`src/rtl/animated_sprite_gen_if.sv`:
```
// ============================================================================
// Module      : animated_sprite_gen_if
// Description : Beam/position/animation-control inputs, sprite ROM address and
//               data, and colour outputs of the animated sprite renderer.
//               The hflip member exists only when SPRITE_HFLIP_EN is defined.
// Revision    : 1.0 - initial release
// ============================================================================
`default_nettype none

interface animated_sprite_gen_if #(
  parameter int SPRITE_SIZE = 16,
  parameter int FRAME_COUNT = 2
);
  localparam int c_CB = $clog2(SPRITE_SIZE);
  localparam int c_FB = (FRAME_COUNT > 1) ? $clog2(FRAME_COUNT) : 1;

  logic [9:0]      shpos;
  logic [9:0]      svpos;
  logic [9:0]      xpos;
  logic [9:0]      ypos;
  logic            vsync;
  logic            anim_en;
  logic            anim_restart;
  logic            oneshot;
`ifdef SPRITE_HFLIP_EN
  logic            hflip;
`endif
  logic [c_FB-1:0] frame;
  logic [c_CB-1:0] yin;
  logic [c_CB-1:0] xin;
  logic            pixel;
  logic [2:0]      rgb;
  logic            active;
  logic            anim_done;

  modport master (
    output shpos, svpos, xpos, ypos, vsync, anim_en, anim_restart, oneshot,
`ifdef SPRITE_HFLIP_EN
    output hflip,
`endif
    output pixel,
    input  frame, yin, xin, rgb, active, anim_done
  );

  modport slave (
    input  shpos, svpos, xpos, ypos, vsync, anim_en, anim_restart, oneshot,
`ifdef SPRITE_HFLIP_EN
    input  hflip,
`endif
    input  pixel,
    output frame, yin, xin, rgb, active, anim_done
  );
endinterface

`default_nettype wire

```
`src/rtl/animated_sprite_gen.sv`:
```
// ============================================================================
// Module      : animated_sprite_gen
// Description : Two-stage animated sprite renderer with looping/one-shot frame
//               animation. Optional column mirror enabled by SPRITE_HFLIP_EN.
// Revision    : 1.0 - initial release
// ============================================================================
`default_nettype none

module animated_sprite_gen #(
  parameter int SPRITE_SIZE   = 16,
  parameter int FRAME_COUNT   = 2,
  parameter int FRAME_TIME    = 30,
  parameter int PRIMARY_COLOR = 1
) (
  input  wire logic             clk,
  input  wire logic             reset,
  animated_sprite_gen_if.slave  sif
);
  localparam int c_CB = $clog2(SPRITE_SIZE);
  localparam int c_FB = (FRAME_COUNT > 1) ? $clog2(FRAME_COUNT) : 1;
  localparam int c_TW = (FRAME_TIME > 1) ? $clog2(FRAME_TIME) : 1;

  localparam logic [c_CB-1:0] c_SIZE_M1 = c_CB'(SPRITE_SIZE - 1);
  localparam logic [c_FB-1:0] c_F_LAST  = c_FB'(FRAME_COUNT - 1);
  localparam logic [c_TW-1:0] c_T_LAST  = c_TW'(FRAME_TIME - 1);
  localparam logic [2:0]      c_COLOR   = 3'(PRIMARY_COLOR);

  logic [10:0]     w_sh, w_sv, w_xp, w_yp;
  logic            w_hit;
  logic [c_CB-1:0] w_dx, w_dy, w_xcol;

  logic [c_CB-1:0] r_xin, r_yin;
  logic            r_hit_q;
  logic [2:0]      r_rgb;
  logic            r_active;
  logic [c_TW-1:0] r_tcnt;
  logic [c_FB-1:0] r_frame;
  logic            r_done;

  // 11-bit compare keeps a sprite near the right/bottom edge from wrapping to 0
  assign w_sh  = {1'b0, sif.shpos};
  assign w_sv  = {1'b0, sif.svpos};
  assign w_xp  = {1'b0, sif.xpos};
  assign w_yp  = {1'b0, sif.ypos};
  assign w_hit = (w_sh >= w_xp) && (w_sh < w_xp + 11'(SPRITE_SIZE)) &&
                 (w_sv >= w_yp) && (w_sv < w_yp + 11'(SPRITE_SIZE));

  assign w_dx = sif.shpos[c_CB-1:0] - sif.xpos[c_CB-1:0];
  assign w_dy = sif.svpos[c_CB-1:0] - sif.ypos[c_CB-1:0];

`ifdef SPRITE_HFLIP_EN
  assign w_xcol = sif.hflip ? (c_SIZE_M1 - w_dx) : w_dx;
`else
  assign w_xcol = w_dx;
`endif

  always_ff @(posedge clk) begin
    if (reset) begin
      r_xin    <= '0;
      r_yin    <= '0;
      r_hit_q  <= 1'b0;
      r_rgb    <= 3'd0;
      r_active <= 1'b0;
    end else begin
      r_hit_q <= w_hit;
      if (w_hit) begin
        r_xin <= w_xcol;
        r_yin <= w_dy;
      end
      r_active <= r_hit_q & sif.pixel;
      r_rgb    <= (r_hit_q & sif.pixel) ? c_COLOR : 3'd0;
    end
  end

  always_ff @(posedge clk) begin
    if (reset || sif.anim_restart) begin
      r_tcnt  <= '0;
      r_frame <= '0;
      r_done  <= 1'b0;
    end else if (!r_done && sif.anim_en && sif.vsync) begin
      if (r_tcnt != c_T_LAST) begin
        r_tcnt <= r_tcnt + 1'b1;
      end else begin
        r_tcnt <= '0;
        if (r_frame != c_F_LAST)
          r_frame <= r_frame + 1'b1;
        else if (sif.oneshot)
          r_done <= 1'b1;
        else
          r_frame <= '0;
      end
    end
  end

  assign sif.frame     = r_frame;
  assign sif.yin       = r_yin;
  assign sif.xin       = r_xin;
  assign sif.rgb       = r_rgb;
  assign sif.active    = r_active;
  assign sif.anim_done = r_done;
endmodule

`default_nettype wire

```
`src/flat_wrapper.sv`:
```
// flat-port wrapper written by rule: the top's interface ports become plain ports
module animated_sprite_gen_flat 
#(
  parameter int SPRITE_SIZE   = 16,
  parameter int FRAME_COUNT   = 2,
  parameter int FRAME_TIME    = 30,
  parameter int PRIMARY_COLOR = 1
)
  (clk, reset, sif_shpos, sif_svpos, sif_xpos, sif_ypos, sif_vsync, sif_anim_en, sif_anim_restart, sif_oneshot, sif_pixel, sif_frame, sif_yin, sif_xin, sif_rgb, sif_active, sif_anim_done);
  animated_sprite_gen_if #(.SPRITE_SIZE(SPRITE_SIZE), .FRAME_COUNT(FRAME_COUNT)) sif_i ();
  input  wire logic clk;
  input  wire logic reset;
  input wire logic [$bits(sif_i.shpos)-1:0] sif_shpos;
  input wire logic [$bits(sif_i.svpos)-1:0] sif_svpos;
  input wire logic [$bits(sif_i.xpos)-1:0] sif_xpos;
  input wire logic [$bits(sif_i.ypos)-1:0] sif_ypos;
  input wire logic [$bits(sif_i.vsync)-1:0] sif_vsync;
  input wire logic [$bits(sif_i.anim_en)-1:0] sif_anim_en;
  input wire logic [$bits(sif_i.anim_restart)-1:0] sif_anim_restart;
  input wire logic [$bits(sif_i.oneshot)-1:0] sif_oneshot;
  input wire logic [$bits(sif_i.pixel)-1:0] sif_pixel;
  output wire logic [$bits(sif_i.frame)-1:0] sif_frame;
  output wire logic [$bits(sif_i.yin)-1:0] sif_yin;
  output wire logic [$bits(sif_i.xin)-1:0] sif_xin;
  output wire logic [$bits(sif_i.rgb)-1:0] sif_rgb;
  output wire logic [$bits(sif_i.active)-1:0] sif_active;
  output wire logic [$bits(sif_i.anim_done)-1:0] sif_anim_done;
  assign sif_i.shpos = sif_shpos;
  assign sif_i.svpos = sif_svpos;
  assign sif_i.xpos = sif_xpos;
  assign sif_i.ypos = sif_ypos;
  assign sif_i.vsync = sif_vsync;
  assign sif_i.anim_en = sif_anim_en;
  assign sif_i.anim_restart = sif_anim_restart;
  assign sif_i.oneshot = sif_oneshot;
  assign sif_i.pixel = sif_pixel;
  assign sif_frame = sif_i.frame;
  assign sif_yin = sif_i.yin;
  assign sif_xin = sif_i.xin;
  assign sif_rgb = sif_i.rgb;
  assign sif_active = sif_i.active;
  assign sif_anim_done = sif_i.anim_done;
  animated_sprite_gen #(.SPRITE_SIZE(SPRITE_SIZE), .FRAME_COUNT(FRAME_COUNT), .FRAME_TIME(FRAME_TIME), .PRIMARY_COLOR(PRIMARY_COLOR)) u_core (.clk(clk), .reset(reset), .sif(sif_i));
endmodule
```
`config.mk`:
```
export PLATFORM = sky130hd
export DESIGN_NAME = animated_sprite_gen_flat
export DESIGN_NICKNAME = d
export VERILOG_FILES = /design/src/rtl/animated_sprite_gen_if.sv /design/src/rtl/animated_sprite_gen.sv /design/src/flat_wrapper.sv
export SDC_FILE = /design/constraint.sdc
export NUM_CORES = 1
export LEC_CHECK = 0
export ABC_AREA = 1
export BUFFER_PORTS_ARGS = -buffer_cell sky130_fd_sc_hd__clkbuf_2
export CORE_AREA = 3 3 80 82
export CTS_CLUSTER_DIAMETER = 50
export CTS_CLUSTER_SIZE = 24
export DETAILED_ROUTE_END_ITERATION = 8
export DIE_AREA = 0 0 83 85
export PLACE_DENSITY_LB_ADDON = 0.2
export SLEW_MARGIN = 5
export SYNTH_ARGS = -nofsm -noshare
export SYNTH_HDL_FRONTEND = slang
export SYNTH_SLANG_ARGS = --single-unit
```
`constraint.sdc`:
```
create_clock -name clk -period 2.9 [get_ports clk]
set_clock_uncertainty 0.05 [all_clocks]
set_input_delay 0 -clock clk [delete_from_list [all_inputs] [get_ports clk]]
set_output_delay 0 -clock clk [all_outputs]
set_load 0.05 [all_outputs]
```
# Word level (Yosys, flattened, before mapping)
# Cells that the tools add are included.
totals:
  regBits: 20
  out_inout_bits: 14
  inputBits: 47
  elab_cells: 34
op_classes:
  reduce_logical: 9
  add_sub_neg: 6
  n_mux: 4
  eq_ne: 1
  n_lt_le_gt_ge: 4
  n_bitwise: 2
ops:
  columns: ["operator", "n"]
  rows:
  - ["$add A10 B5 Y11 const B", 2]
  - ["$lt A10 B11 Y1", 2]
  - ["$ge A10 B10 Y1", 2]
  - ["$sub A4 B4 Y4", 2]
  - ["$add A5 B1 Y5 const B", 1]
  - ["$logic_and A1 B1 Y1", 5]
  - ["$mux W5", 1]
  - ["$ne A5 B5 Y1 const B", 1]
  - ["$reduce_and A4 Y1", 1]
  - ["$mux W1", 3]
  - ["$reduce_and A2 Y1", 1]
  - ["$add A1 B1 Y1 const B", 1]
  - ["$and A1 B1 Y1", 1]
  - ["$logic_not A1 Y1", 1]
  - ["$logic_or A1 B1 Y1", 1]
  - ["$not A1 Y1", 1]

# Logic depth before layout (Yosys ltp)
# Gate-level depths: netlist (run 1).
depth:
  ltp_word: 5
  mapped_depth: 14
  ltp_nobuf: 13

# Least setup slack after synthesis (run 1)
# Ideal clock, no wire load.
synth_timing:
  path_kind: "input port to flip-flop"
  from: "input port sif_xpos[4]"
  to: "register u_core.r_xin[2] (netlist: u_core.sif.xin[2])"
  setup_slack_ps: 1223
  arrival_time_ps: 1511
  path_stages: 12
  n_path_buf: 1
  setup_ps: 117
  cell_sequence: "ha_1 > nand3_2 > xor2_1 > ha_1 > a21o_1 > nand2_1 > nand3_1 > nor2_4 > buf_6 > nand3_1 > nand2_1 > nor2_1"
synth_between:
  elab_chain_len: 5
synth_lines:
  columns: ["element", "line", "source"]
  rows:
  - ["from (decl)", "flat_wrapper.sv:15", "input wire logic [$bits(sif_i.xpos)-1:0] sif_xpos;"]
  - ["$add A10 B5 Y11", "animated_sprite_gen.sv:45", "assign w_hit = (w_sh >= w_xp) && (w_sh < w_xp + 11'(SPRITE_SIZE)) &&"]
  - ["$lt A10 B11 Y1", "animated_sprite_gen.sv:45", null]
  - ["$logic_and A1 B1 Y1 (*) (2 in a row)", "animated_sprite_gen.sv:45", null]
  - ["$logic_and A1 B1 Y1 (*)", "animated_sprite_gen.sv:46", "(w_sv >= w_yp) && (w_sv < w_yp + 11'(SPRITE_SIZE));"]
  - ["to (signal assigned)", "animated_sprite_gen.sv:67", "r_xin <= w_xcol;"]
  - ["to (decl)", "animated_sprite_gen.sv:32", "logic [c_CB-1:0] r_xin, r_yin;"]
# Mark *: on every way between the ends. The rest lies on a longest branch, timed or not.
# A chain may end at the register's enable or synchronous reset.

# Worst setup path after layout (run 1)
layout_timing:
  from: "register u_core.r_tcnt[0]"
  to: "register u_core.r_frame (netlist: u_core.sif.frame)"
layout_between:
  elab_chain_len: 3
layout_lines:
  columns: ["element", "line", "source"]
  rows:
  - ["from (decl)", "animated_sprite_gen.sv:36", "logic [c_TW-1:0] r_tcnt;"]
  - ["from (signal assigned)", "animated_sprite_gen.sv:82", "r_tcnt <= r_tcnt + 1'b1;"]
  - ["$ne A5 B5 Y1", "animated_sprite_gen.sv:81", "if (r_tcnt != c_T_LAST) begin"]
  - ["$not A1 Y1 (no line)", null, null]
  - ["$reduce_and A2 Y1 (no line)", null, null]
  - ["to (signal assigned)", "animated_sprite_gen.sv:86", "r_frame <= r_frame + 1'b1;"]
  - ["to (decl)", "animated_sprite_gen.sv:37", "logic [c_FB-1:0] r_frame;"]
# Every way passes these cells.

==> flow_summary.json, run 1 <==
{
  "run_status": "finished, final reports clean",
  "grt_pass1_wl_um": 6670,
  "fin_crit_ns": 1.73,
  "r2r_cells": 6,
  "final_cell_mix": "nand2_1 (60), clkbuf_2 (58), inv_1 (48)",
  "cts_buffers": 3,
  "maxCapViolations": 0,
  "highest_layer": "met4",
  "avgRoutedWirePerCell_um": 9.23,
  "nets": 423,
  "clock_sinks": 17,
  "slew_headroom_pct": 61.3,
  "p_leak_nw": 1.32,
  "drt-vias-per-instance": 4.27,
  "cts_root_buf": "clkbuf_8",
  "path_clk_slew_ns": 0.07,
  "placementRows": 28,
  "grtUsageTotal_pct": 10.9,
  "irDropWorstVdd_v": 0.000268,
  "critPathArrivalTime_ns": 1.87,
  "rsz0062_at_grt": "no",
  "ys_warn_count": 0,
  "routed_wl_um": 3800,
  "end_kind": "flop",
  "ys_ff_latch": 17,
  "synth_seq_area_share_pct": 18.1,
  "firstDrtPassIters": 4,
  "fmax_ghz": 0.578,
  "hold_class": "primary input to flop",
  "final_common_cell": "nand2_1",
  "grt_overflow": 0,
  "worst_ep_required_time_ns": 3.04,
  "wl_met3_um": 213,
  "grt_max_degree": 18,
  "drive_gt1_share_pct": 19.6,
  "finalMaxSlewViolations": 0,
  "hold_violations": 0,
  "die_width_um": 83,
  "antennaDiodeCount": 0,
  "critPathMaxFanout": 4,
  "clk_path_buf_depth": 2,
  "startpoint_type": "flop",
  "dp_hpwl_um": 3340,
  "drc": 0,
  "power_density_nw_per_um2": 313,
  "core_area_um2": 5820,
  "start_util_pct": 32.3,
  "syn_avg_cell_area_um2": 6.88,
  "clk-insertion-delay-late_ns": 0.25,
  "period_share_pct": 59.7,
  "vias": 1761,
  "grt_pass1_vias": 1626,
  "antenna_found_initial": 0,
  "synth_area_um2": 1880,
  "whs_path_depth": 4,
  "syn_inst": 273,
  "yosysUniqueCellTypes": 26,
  "syn_to_final_growth_pct": 23.9,
  "tightest_slew_ns": 0.574,
  "drt-met1-wl_um": 1860,
  "numPortBuffers": 58,
  "setup_tns_ns": 0,
  "htree_levels": 1,
  "die-area_um2": 7060,
  "antenna_left": 0,
  "fp.dieH_um": 85,
  "pin_count": 61,
  "hold_slack_ns": 0.122,
  "cts_tree": "built",
  "place_congestion": 0.726,
  "setup_viol": 0,
  "total_power_mw": 0.729,
  "path_class": "flop to flop",
  "dr_wl_met2_um": 1710,
  "drt_iter0_markers": 75
}
## worst paths after layout
check	start	end	slack, ns
worst max-delay path	u_core.r_tcnt[0]$_SDFFE_PP0P_	u_core.sif.frame$_SDFFE_PP0P_	1.17
worst min-delay path	sif_vsync	u_core.r_tcnt[0]$_SDFFE_PP0P_	0.12
worst max register to register	u_core.r_tcnt[0]$_SDFFE_PP0P_	u_core.sif.frame$_SDFFE_PP0P_	1.17
worst min register to register	u_core.sif.yin[1]$_SDFFE_PP0P_	u_core.sif.yin[1]$_SDFFE_PP0P_	0.43
## synthesized netlist by cell type (all sizes together)
cell type  number  area share [%]
a41oi           1            0.47
nand4           2            0.67
xnor2           3             1.4
nand3b          2            0.80
nor2           29             6.6
nand2          61              12
inv            48             9.6
o21ai           3            0.80
dfxtp          17              18
nor3            5             1.3
a211oi          1            0.40
fa              2             2.1
conb            1            0.20
ha             36              24
a21boi          1            0.40
nand3          21             5.9
a31oi           1            0.33
a21oi          18             5.0
xor2           12             5.6
a21o            4             1.6
buf             5             2.4
## where the power goes
part / switching, mW / total [mW] / internal, mW
Sequential: 0.00639 / 0.250 / 0.244
Combinational: 0.185 / 0.304 / 0.120
Clock: 0.0771 / 0.174 / 0.0973
## metrics by stage
step           worst slack, ns  util [%]  instance area, µm²  cells
2_1_floorplan             1.22         -                1880    274
5_1_grt                  0.969      40.0                2330    412
3_3_place_gp             0.958      38.2                2220    402
3_5_place_dp             0.927      38.2                2220    402
6_report                  1.17      40.0                2330    412
4_1_cts                   1.17      40.0                2330    412
## what timing repair did
action,4_1_cts,5_1_grt
hold buffers,6,0
endpoints found under the hold margin,4,0
buffers inserted,0,0
endpoints found under the setup margin,0,0
resized for setup,0,0
## kinds of logic after synthesis
kind of cell               Yosys count  synth area share [%]
buffers and inverters               53                  12.0
DFF                                 17                  18.1
xor gates and xnor gates            15                  7.00
and+or+nand+nor                    120                  27.6
AOI/OAI and AO/OA                   29                  8.99
other                                1                 0.200
adders and majority gates           38                  26.1
## state kept, by name, summed over array words and instances, names as in the netlist
signal and cells:
u_core.r_hit_q 1, u_core.sif.active 1, u_core.r_tcnt 5, u_core.sif.yin 4, u_core.sif.frame 1, u_core.sif.xin 4
u_core.sif.anim_done 1
## routing by layer
layer,up-vias,global-route usage (%)
met3,2,2.43
met2,48,18.6
met4,0,1.34
met5,-,0
met1,720,14.4
li1,991,-
## final cells by class
| type | count | area [µm²] |
|---|---|---|
| Fill cell | 664 | 3490 |
| Timing Repair Buffer | 64 | 350 |
| Clock buffer | 4 | 45.0 |
| Sequential cell | 17 | 340 |
| Multi-Input combinational cell | 204 | 1320 |
| Tap cell | 75 | 93.8 |
| Inverter | 48 | 180 |
## critical path, stage by stage (launching register included)
cell	delay, ns
dfxtp_1	0.39
ha_1	0.16
nand4_1	0.11
nor2_1	0.18
o21ai_0	0.10
a31oi_1	0.13
dlygate4sd3_1	0.56
No activity file was read; power rests on OpenSTA's default activity.
==> inputs of run 2 (changes only) <==
==> constraint.sdc (replaced) <==
create_clock -name clk -period 1.8 [get_ports clk]
set_clock_uncertainty 0.05 [all_clocks]
set_input_delay 0 -clock clk [delete_from_list [all_inputs] [get_ports clk]]
set_output_delay 0 -clock clk [all_outputs]
set_load 0.05 [all_outputs]
==> flow_summary.json, run 2 (same netlist as run 1, synthesis figures left out) <==
{
  "avgRoutedWirePerCell_um": 9.19,
  "hold_class": "primary input to flop",
  "place_congestion": 0.737,
  "clk-insertion-delay-late_ns": 0.25,
  "final_common_cell": "nand2_1",
  "clk_path_buf_depth": 2,
  "grtUsageTotal_pct": 11.6,
  "clock_sinks": 17,
  "antennaDiodeCount": 0,
  "grt_max_degree": 18,
  "p_leak_nw": 1.38,
  "largest_reg_flops": 5,
  "syn_to_final_growth_pct": 29.4,
  "htree_levels": 1,
  "finalMaxSlewViolations": 0,
  "antenna_left": 0,
  "core_area_um2": 5820,
  "antenna_found_initial": 0,
  "drc": 0,
  "critPathArrivalTime_ns": 1.77,
  "end_kind": "flop",
  "cts_tree": "built",
  "cts_root_buf": "clkbuf_8",
  "pin_count": 61,
  "vias": 1800,
  "total_power_mw": 1.21,
  "numPortBuffers": 58,
  "irDropWorstVdd_v": 0.000398,
  "fp.dieH_um": 85,
  "top_register": "u_core.r_tcnt",
  "dpl_cell_area_um2": 2300,
  "cts_buffers": 3,
  "path_clk_slew_ns": 0.06,
  "fmax_ghz": 0.593,
  "worst_ep_required_time_ns": 1.88,
  "routed_wl_um": 3880,
  "dp_hpwl_um": 3410,
  "fin_crit_ns": 1.69,
  "drt-vias-per-instance": 4.27,
  "die-area_um2": 7060,
  "fin_area_um2": 2430,
  "firstDrtPassIters": 4,
  "die_width_um": 83,
  "startpoint_type": "flop",
  "grt_pass1_vias": 1726,
  "rsz0062_at_grt": "yes",
  "drive_gt1_share_pct": 22.5,
  "period_share_pct": 93.7,
  "drt_iter0_markers": 37,
  "start_util_pct": 32.3,
  "placementRows": 28,
  "maxCapViolations": 0,
  "power_density_nw_per_um2": 497,
  "path_class": "flop to flop",
  "setup_viol": 0,
  "run_status": "finished, final reports clean",
  "final_cell_mix": "nand2_1 (60), clkbuf_2 (58), inv_1 (48)",
  "critPathMaxFanout": 4,
  "nets": 433,
  "hold_violations": 0,
  "grt_overflow": 0,
  "grt_pass1_wl_um": 7070
}
## run 2: per-stage QoR
step / utilization (%) / worst slack (ns) / setup TNS [ns] / cells / hold slack (ns)
floorplan: - / 0.123 / 0 / 274 / 0.0215
global placement: 39.6 / -0.0931 / -0.682 / 411 / 0.157
detailed placement: 39.6 / -0.136 / -1.00 / 411 / 0.154
CTS: 41.4 / 0.0585 / 0 / 421 / 0.123
global route: 41.8 / -0.00248 / -0.00248 / 422 / 0.138
finish: 41.8 / 0.113 / 0 / 422 / 0.125
## run 2: repair_timing
action	CTS	global route
setup buffers	0	1
hold endpoints to repair	4	0
resized for setup	0	2
endpoints found under the setup margin	0	9
hold buffers	6	0
## run 2: final timing paths
check	from	endpoint	slack [ns]	cells after the start
max	u_core.r_tcnt[1]$_SDFFE_PP0P_	u_core.sif.frame$_SDFFE_PP0P_	0.11	7
min	sif_xpos[0]	u_core.sif.xin[0]$_SDFFE_PP0P_	0.13	5
max reg2reg	u_core.r_tcnt[1]$_SDFFE_PP0P_	u_core.sif.frame$_SDFFE_PP0P_	0.11	7
min reg2reg	u_core.sif.yin[1]$_SDFFE_PP0P_	u_core.sif.yin[1]$_SDFFE_PP0P_	0.43	2
## run 2: routing by layer
metal / GRT usage (%) / up-vias / routed length (µm)
li1: - / 1015 / -
met1: 15.1 / 739 / 1870
met2: 19.5 / 44 / 1730
met3: 3.20 / 2 / 248
met4: 1.78 / 0 / 21
met5: 0 / - / 0
## run 2: worst max-delay path, stage by stage, from the launching register on
cell           delay, ns
dfxtp_1             0.37
inv_1               0.06
ha_1                0.17
nand4_1             0.12
nor2_2              0.06
o21ai_0             0.15
a31oi_1             0.05
dlygate4sd3_1       0.55
## run 2: power breakdown
group          total, mW  switching [mW]  internal, mW
registers          0.403         0.00989         0.393
logic              0.530           0.305         0.224
clock network      0.275           0.118         0.157
## run 2: cell type report
cell class	count	area (µm²)
clock buffers	4	45.0
multi-input cells	204	1320
repair buffers	74	450
inverters	48	180
flip-flops and latches	17	342
fillers	659	3390
well taps	75	93.8
